==> config.mk <==
export PLATFORM = sky130hd
export DESIGN_NAME = spi_master_serializer
export DESIGN_NICKNAME = d
export VERILOG_FILES = /design/src/rtl/spi_pkg.sv /design/src/rtl/spi_tx_hold.sv /design/src/rtl/spi_master_serializer.sv
export SDC_FILE = /design/constraint.sdc
export NUM_CORES = 1
export LEC_CHECK = 0
export CAP_MARGIN = 20
export CORE_ASPECT_RATIO = 0.75
export CORE_UTILIZATION = 45
export DETAILED_ROUTE_END_ITERATION = 6
export PLACE_DENSITY = 0.64
export SYNTH_ARGS = -nofsm -noshare
export SYNTH_HDL_FRONTEND = slang
export SYNTH_HIERARCHICAL = 1
export SYNTH_SLANG_ARGS = --single-unit
==> constraint.sdc <==
create_clock -name i_clk -period 5.63 [get_ports i_clk]
set_clock_uncertainty 0.05 [all_clocks]
set_input_delay 0.8445 -clock i_clk [delete_from_list [all_inputs] [get_ports i_clk]]
set_output_delay 0.8445 -clock i_clk [all_outputs]
set_load 0.005 [all_outputs]
==> src/rtl/spi_pkg.sv <==
// -----------------------------------------------------------------------------
// spi_pkg
// Shared definitions for the SPI master transmit path (spi_master_serializer).
//   state_e        : serializer FSM states (IDLE / ARMED / SHIFT)
//   DEFAULT_WIDTH  : default frame width in bits
//   MOSI_IDLE      : level driven on MOSI when no frame is in flight
//   cnt_width()    : bit counter width able to hold 0..WIDTH
// -----------------------------------------------------------------------------
package spi_pkg;

  typedef enum logic [1:0] {
    IDLE  = 2'd0,  // nothing loaded
    ARMED = 2'd1,  // CPHA=1 frame loaded, waiting for first leading edge
    SHIFT = 2'd2   // bits being driven onto MOSI
  } state_e;

  localparam int   DEFAULT_WIDTH = 8;
  localparam logic MOSI_IDLE     = 1'b0;

  function automatic int cnt_width(input int w);
    return $clog2(w + 1);
  endfunction

endpackage

==> src/rtl/spi_tx_hold.sv <==
// -----------------------------------------------------------------------------
// spi_tx_hold
// One-entry valid/ready holding buffer in front of the SPI shift register.
// Ports:
//   i_clk, i_rst     : clock, asynchronous active-low reset
//   i_clear          : synchronous flush (abort); blocks a same-cycle write
//   i_valid, i_data  : write side; accepted when i_valid && o_ready
//   o_ready          : buffer empty
//   i_pop            : consumer takes the entry this cycle
//   o_full, o_data   : read side
// -----------------------------------------------------------------------------
module spi_tx_hold #(
  parameter int WIDTH = 8
) (
  input  logic             i_clk,
  input  logic             i_rst,
  input  logic             i_clear,
  input  logic             i_valid,
  input  logic [WIDTH-1:0] i_data,
  output logic             o_ready,
  input  logic             i_pop,
  output logic             o_full,
  output logic [WIDTH-1:0] o_data
);

  logic             full_q, full_d;
  logic [WIDTH-1:0] data_q, data_d;

  // NOTE: every signal written here gets a default first, so no path leaves
  // it unassigned and no latch is inferred.
  always_comb begin
    full_d = full_q;
    data_d = data_q;
    if (i_clear) begin
      full_d = 1'b0;
      data_d = '0;
    end else if (i_pop) begin
      full_d = 1'b0;
    end else if (i_valid && !full_q) begin
      full_d = 1'b1;
      data_d = i_data;
    end
  end

  // NOTE: registers use non-blocking assignments so every flop samples the
  // pre-edge value of every other flop, matching the hardware.
  always_ff @(posedge i_clk or negedge i_rst) begin
    if (!i_rst) begin
      full_q <= 1'b0;
      data_q <= '0;
    end else begin
      full_q <= full_d;
      data_q <= data_d;
    end
  end

  assign o_ready = !full_q;
  assign o_full  = full_q;
  assign o_data  = data_q;

endmodule

==> src/rtl/spi_master_serializer.sv <==
// -----------------------------------------------------------------------------
// spi_master_serializer
// SPI master transmit path. Parallel frames arrive over valid/ready into a
// one-entry holding buffer and are shifted onto MOSI one bit per SCLK edge
// strobe. A full holding buffer at frame completion is loaded on the same
// edge, so consecutive frames run with no idle bit.
// Ports:
//   i_clk, i_rst        : clock, asynchronous active-low reset
//   i_data, i_valid     : frame to send; accepted when i_valid && o_ready
//   o_ready             : holding buffer empty
//   i_lead_en/i_trail_en: one-cycle strobes at SCLK leading/trailing edges
//   i_cpha              : 0 = drive on trail, 1 = drive on lead (latched at load)
//   i_abort             : synchronous flush of buffer and frame
//   o_mosi              : serial data out
//   o_busy              : a frame is in the shift register
//   o_done              : one-cycle pulse after the last bit was sampled
// Build option: define SPI_SER_MSB_FIRST_EN for MSB-first order
// (default LSB first).
// -----------------------------------------------------------------------------
module spi_master_serializer
  import spi_pkg::*;
#(
  parameter int WIDTH = DEFAULT_WIDTH
) (
  input  logic             i_clk,
  input  logic             i_rst,
  input  logic [WIDTH-1:0] i_data,
  input  logic             i_valid,
  output logic             o_ready,
  input  logic             i_lead_en,
  input  logic             i_trail_en,
  input  logic             i_cpha,
  input  logic             i_abort,
  output logic             o_mosi,
  output logic             o_busy,
  output logic             o_done
);

  localparam int CNT_W = cnt_width(WIDTH);

  state_e           state_q, state_d;
  logic [WIDTH-1:0] shift_q, shift_d;
  logic [CNT_W-1:0] cnt_q, cnt_d;
  logic             cpha_q, cpha_d;
  logic             mosi_q, mosi_d;
  logic             done_q, done_d;

  logic             hold_full;
  logic [WIDTH-1:0] hold_data;
  logic             hold_pop;
  logic             load;

  spi_tx_hold #(.WIDTH(WIDTH)) u_hold (
    .i_clk   (i_clk),
    .i_rst   (i_rst),
    .i_clear (i_abort),
    .i_valid (i_valid),
    .i_data  (i_data),
    .o_ready (o_ready),
    .i_pop   (hold_pop),
    .o_full  (hold_full),
    .o_data  (hold_data)
  );

  // The shift register always presents the next bit to drive at one end;
  // first_bit picks it and advance discards it.
`ifdef SPI_SER_MSB_FIRST_EN
  function automatic logic first_bit(input logic [WIDTH-1:0] v);
    return v[WIDTH-1];
  endfunction
  function automatic logic [WIDTH-1:0] advance(input logic [WIDTH-1:0] v);
    return v << 1;
  endfunction
`else
  function automatic logic first_bit(input logic [WIDTH-1:0] v);
    return v[0];
  endfunction
  function automatic logic [WIDTH-1:0] advance(input logic [WIDTH-1:0] v);
    return v >> 1;
  endfunction
`endif

  always_comb begin
    state_d  = state_q;
    shift_d  = shift_q;
    cnt_d    = cnt_q;
    cpha_d   = cpha_q;
    mosi_d   = mosi_q;
    done_d   = 1'b0;
    load     = 1'b0;
    hold_pop = 1'b0;

    if (i_abort) begin
      state_d = IDLE;
      shift_d = '0;
      cnt_d   = '0;
      mosi_d  = MOSI_IDLE;
    end else begin
      unique case (state_q)
        IDLE: begin
          if (hold_full) load = 1'b1;
        end
        ARMED: begin
          // A lead coinciding with a trail is illegal; the lead is dropped.
          if (i_lead_en && !i_trail_en) begin
            mosi_d  = first_bit(shift_q);
            shift_d = advance(shift_q);
            state_d = SHIFT;
          end
        end
        SHIFT: begin
          if (i_trail_en) begin
            if (cnt_q == CNT_W'(WIDTH - 1)) begin
              done_d = 1'b1;
              if (hold_full) begin
                load = 1'b1;
              end else begin
                state_d = IDLE;
                shift_d = '0;
                cnt_d   = '0;
                mosi_d  = MOSI_IDLE;
              end
            end else begin
              cnt_d = cnt_q + CNT_W'(1);
              if (!cpha_q) begin
                mosi_d  = first_bit(shift_q);
                shift_d = advance(shift_q);
              end
            end
          end else if (i_lead_en && cpha_q) begin
            mosi_d  = first_bit(shift_q);
            shift_d = advance(shift_q);
          end
        end
        default: state_d = IDLE;
      endcase
    end

    // Load overrides the per-state updates: fresh frame, fresh phase.
    if (load) begin
      hold_pop = 1'b1;
      cnt_d    = '0;
      cpha_d   = i_cpha;
      if (!i_cpha) begin
        mosi_d  = first_bit(hold_data);
        shift_d = advance(hold_data);
        state_d = SHIFT;
      end else begin
        shift_d = hold_data;
        state_d = ARMED;
      end
    end
  end

  always_ff @(posedge i_clk or negedge i_rst) begin
    if (!i_rst) begin
      state_q <= IDLE;
      shift_q <= '0;
      cnt_q   <= '0;
      cpha_q  <= 1'b0;
      mosi_q  <= MOSI_IDLE;
      done_q  <= 1'b0;
    end else begin
      state_q <= state_d;
      shift_q <= shift_d;
      cnt_q   <= cnt_d;
      cpha_q  <= cpha_d;
      mosi_q  <= mosi_d;
      done_q  <= done_d;
    end
  end

  assign o_mosi = mosi_q;
  assign o_busy = (state_q != IDLE);
  assign o_done = done_q;

endmodule

# Word-level counts from Yosys, hierarchy flattened
# Index checks and enable logic that the tools add are counted.
dict set report totals {
  regBits 26
  output_inout_bits 4
  word_cells 88
}
dict set report classes {
  add_sub_neg 1
  n_eq_ne 13
  mux 50
  n_reduce_logical 16
}
# op count
set op_table {}
lappend op_table {{$mux W8} 12}
lappend op_table {{$mux W4} 6}
lappend op_table {{$mux W1} 21}
lappend op_table {{$ne A4 B4 Y1 const B} 5}
lappend op_table {{$pmux W8 S2} 1}
lappend op_table {{$mux W2} 7}
lappend op_table {{$ne A6 B6 Y1 const B} 2}
lappend op_table {{$reduce_and A5 Y1} 2}
lappend op_table {{$reduce_bool A3 Y1} 3}
lappend op_table {{$pmux W2 S3} 1}
lappend op_table {{$ne A5 B5 Y1 const B} 1}
lappend op_table {{$add A4 B1 Y4 const B} 1}
lappend op_table {{$eq A4 B3 Y1 const B} 1}
lappend op_table {{$pmux W1 S2} 2}
lappend op_table {{$reduce_bool A2 Y1} 2}
lappend op_table {{$reduce_bool A4 Y1} 1}
lappend op_table {{$logic_and A1 B1 Y1} 3}
lappend op_table {{$ne A3 B3 Y1 const B} 1}
lappend op_table {{$reduce_and A3 Y1} 1}
lappend op_table {{$eq A2 B1 Y1 const B} 1}
lappend op_table {{$eq A2 B2 Y1 const B} 1}
lappend op_table {{$logic_not A1 Y1} 2}
lappend op_table {{$logic_not A2 Y1} 1}
lappend op_table {{$ne A2 B2 Y1 const B} 1}
lappend op_table {{$reduce_and A2 Y1} 1}

# Longest topological paths before layout
dict set report logic_depth {
  word_depth 8
  depth_mapped 9
  mapped_depth_nobuf 8
}

# By module
# The synthesis kept the hierarchy.
# module instances cells_each area_each_um2 seq_area_each_um2
set by_module_without_submodules {}
lappend by_module_without_submodules {spi_master_serializer 1 107 1124.8 425.4}
lappend by_module_without_submodules {spi_tx_hold 1 39 446.7 225.2}

# Least setup slack after synthesis
# No wires, ideal clock.
dict set report synth_path {
  kind {in2reg}
  startpoint {in i_trail_en}
  endpoint {reg u_hold.data_q[0], in the netlist u_hold/o_data[0]}
  setup_ns 0.079
  arrival_time_ns 1.897
  required_time_ns 5.501
  path_slack_ns 3.604
  stages 7
  n_path_buf 1
  path_cell_list {nand2_2 > nor2_4 > o21ai_2 > inv_1 > nor3b_2 > buf_6 > mux2i_1}
}
dict set report synth_between {
  elab_chain_len 6
}
# item line_no
set synth_lines {}
lappend synth_lines {{start, declared} spi_master_serializer.sv:31} ;# input logic i_trail_en,
lappend synth_lines {{$mux W1} spi_master_serializer.sv:112} ;# if (i_trail_en) begin
lappend synth_lines {{$pmux W1 S2} spi_master_serializer.sv:99} ;# unique case (state_q)
lappend synth_lines {{$mux W1} spi_master_serializer.sv:93} ;# if (i_abort) begin
lappend synth_lines {{$mux W1} spi_master_serializer.sv:140} ;# if (load) begin
lappend synth_lines {{net hold_pop} spi_master_serializer.sv:50} ;# logic hold_pop;
lappend synth_lines {{$ne A2 B2 Y1 (no source line)} n/a}
lappend synth_lines {{$reduce_and A2 Y1 (no source line)} n/a}
lappend synth_lines {{end signal, assigned} spi_tx_hold.sv:53} ;# data_q <= data_d;
lappend synth_lines {{end, declared} spi_tx_hold.sv:27} ;# logic [WIDTH-1:0] data_q, data_d;
# The timed path passes the listed nets, and every way through them passes these cells.
# A chain may end at the register's enable or synchronous reset.

# Worst setup path in the final report
dict set report layout_path {
  startpoint {in i_trail_en}
  endpoint {reg u_hold.data_q[7], in the netlist u_hold/o_data[7]}
}
# The elaborated chain is that of the path after synthesis.

==> impl_metrics.toml <==
[power_and_ir_drop]
power_frac_comb_pct = 21.6
p_int_uw = 345
cellPowerDensity_nw_per_um2 = 255
netSwitchingFraction_pct = 27.0
finalPower_uw = 473
pwr-share-seq_pct = 45.2
p_clk_share_pct = 33.2
leakage_uw = 0.000854
switchingPower_uw = 128
vdd_drop_max_mv = 0.184

[clock_tree]
cts-root-buf = "clkbuf_8"
path_clk_slew_ns = 0.09
cts.repair.resized = 0
clock_sinks = 26
clockBufferDepth = 2
cts_buffers = 3
hold_buffers = 0
cts_tree = "done"
postCtsSetupBuffers = 0
htree_levels = 1
clkLatencyLatePin_ns = 0.28

[cells_and_area]
area_growth_pct = 18.2
finish.utilization_pct = 56.1
diodes = 0
fill_cells = 291
nNetsFinal = 186
drive_gt1_share_pct = 13.9

[floorplanning]
core-area_um2 = 3310
dieArea_um2 = 3740
die_w_um = 70.2
ios = 19
die_y_um = 53.2
rows = 18
initial_core_util_pct = 47.5

[yosys]
synth_simple_gate_area_share_pct = 20.4
synth_cells = 146
synth_warnings = 6
synth_compound_area_share_pct = 12.3
async_flop_share_pct = 100
synth_top_family_by_area = "simple AND/OR/NAND/NOR gates"
synthFlopType = "dfrtp_1"
syn_avg_cell_area_um2 = 10.8
synth.area.mux_share_pct = 18.9
synth_seq_cells = 26
seq_area_frac_synth_pct = 41.4
synthAdderAreaFrac_pct = 3.18
synth-xor-area-share_pct = 0.557
synth.distinct_cells = 39
mappedNetlistNets = 165
synth_enable_flop_cells = 0
syn_area_um2 = 1570

[outcome]
outcome = "completed"

[grt]
grt-ovfl-total = 0
grt_antenna_before_repair = 0
grt_pass1_wl_um = 5420
track_usage_pct = 19.1
grt_start_max_net_pins = 27
grt_pass1_vias = 1116

[routing]
first_pass_iters = 4
drc = 0
wl_per_cell_um = 16.0
antenna_left = 0
viasPerCell = 5.65
dr_total_vias = 1164
finalWirelength_um = 3300
drtIter0Drc = 101

[sta]
tightest_slew_ns = 0.806
rsz0062_at_grt = "false"
hold_viol_final = 0
holdWs_ns = 0.469
fin_crit_sh_pct = 52.7
period_minus_slack_ns = 2.96
fmax_ghz = 0.337
tns_ns = 0
setup_viol = 0
maxSlewViolCount = 0
max-slew-margin-rel_pct = 46.0

[critical_path]
cp.buffers_inverters = 2
path_max_fanout = 9
cpPeakStageDelay_ns = 0.69
path_class = "in2reg"
cpMaxStageDelayCell = "nor3b_2"
end_kind = "register"
startpoint_type = "input pin"
crit_chain = "clkdlybuf4s50_1 -> nand2_2 -> nor2_4 -> o21ai_2 -> inv_1 -> nor3b_2 -> mux2i_1"
crit_arrival_ns = 3.11
worstPathRequired_ns = 5.77
crit_family = "simple AND/OR/NAND/NOR gates"

[placed_design]
dp_hpwl_um = 2430
place.gp.congestion = 0.815
port_buffers = 18

[flow_run]
cap_violations = 0

[hold_path]
worst_hold_path_type = "reg2reg"
worst reg2reg max path, stage by stage (launching register included):
cell	delay (ns)
dfrtp_1	0.36
inv_1	0.07
ha_1	0.29
nand2_2	0.19
nor2_4	0.06
o21ai_2	0.34
inv_1	0.16
nor3b_2	0.69
mux2i_1	0.30
power by group through the flow:
stage	combinational [µW]	sequential, µW	clock [µW]
floorplan	70.3	213	0
global placement	98.7	217	0
detailed placement	102	217	0
CTS	103	213	160
global route	112	215	167
finish	102	214	157
per-layer routing:
layer  GRT usage [%]  vias up  part of all wire (%)
met1            26.9      568                    50
met4            5.00        0                  0.42
met3            5.14        3                   4.9
met5               0        -                     0
li1                -      567                     -
met2            28.9       26                    44
placed cells by master, fill, tap and decap left out, types with 5 or more instances in the layout:
master,netlist,final
dfrtp_1,26,26
clkdlybuf4s50_1,0,18
nand2b_1,17,17
mux2i_1,17,17
nand2_1,9,9
nor2_1,7,7
o2bb2ai_1,7,7
mux2_4,7,7
inv_1,5,5
a21oi_1,5,5
final cells by class:
| cell class | instances | area, µm² | share of cell area [%] |
|---|---|---|---|
| inverter | 5 | 18.8 | 1.01 |
| sequential | 26 | 651 | 35.0 |
| timing repair buffer | 20 | 195 | 10.5 |
| multi-input combinational | 111 | 871 | 46.9 |
| tap | 40 | 50.0 | 2.70 |
| clock buffer | 3 | 41.3 | 2.22 |
| clock inverter | 1 | 30.0 | 1.62 |
final timing paths:
check                                            start                            to  slack [ns]  cells after the start
worst max-delay path                        i_trail_en  u_hold/o_data[7]$_DFFE_PN0P_        2.67                      7
worst min-delay path            shift_q[7]$_DFFE_PN0P_        shift_q[7]$_DFFE_PN0P_        0.47                      1
worst max register to register  state_q[0]$_DFFE_PN0P_  u_hold/o_data[7]$_DFFE_PN0P_        3.04                      8
worst min register to register  shift_q[7]$_DFFE_PN0P_        shift_q[7]$_DFFE_PN0P_        0.47                      1
max in group asynchronous                        i_rst        state_q[0]$_DFFE_PN0P_        4.39                      2
min in group asynchronous                        i_rst          cnt_q[2]$_DFFE_PN0P_        0.87                      2
registers in the layout (all words and copies together), names as in the netlist:
signal	count
o_mosi	1
cpha_q	1
u_hold/o_full	1
shift_q	8
u_hold/o_data	8
cnt_q	4
o_done	1
state_q	2
metrics by stage:
step	area [µm²]	setup WS [ns]	instances
detailed placement	1790	2.38	202
CTS	1860	2.64	206
floorplan	1570	3.60	146
finish	1860	2.67	206
global route	1860	2.49	206
global placement	1790	2.54	202
cell families (layout without fill, tap and decap cells):
group | Yosys count | after routing
flip-flops | 26 | 26
XOR/XNOR | 1 | 1
AO/OA/AOI/OAI | 26 | 26
AND/OR/NAND/NOR | 54 | 54
multiplexers | 26 | 26
adder cells (fa/ha/maj) | 4 | 4
buffers and inverters | 9 | 29
synthesized netlist by cell type, types with 2 or more instances:
cell       count  area, µm²
nand3_1        4       20.0
mux2_2         2       22.5
buf_6          2       22.5
o21ai_0        3       15.0
o2bb2ai_1      7       61.3
nor2_1         7       26.3
a21oi_1        5       25.0
dfrtp_1       26        651
mux2i_1       17        170
inv_1          5       18.8
nand2b_1      17        106
ha_1           4       50.1
nand2_1        9       33.8
and3_1         3       18.8
nor3_1         3       15.0
mux2_4         7        105
o21ai_1        2       10.0
nand2_2        2       12.5
Power figures use the tool's default switching activity.
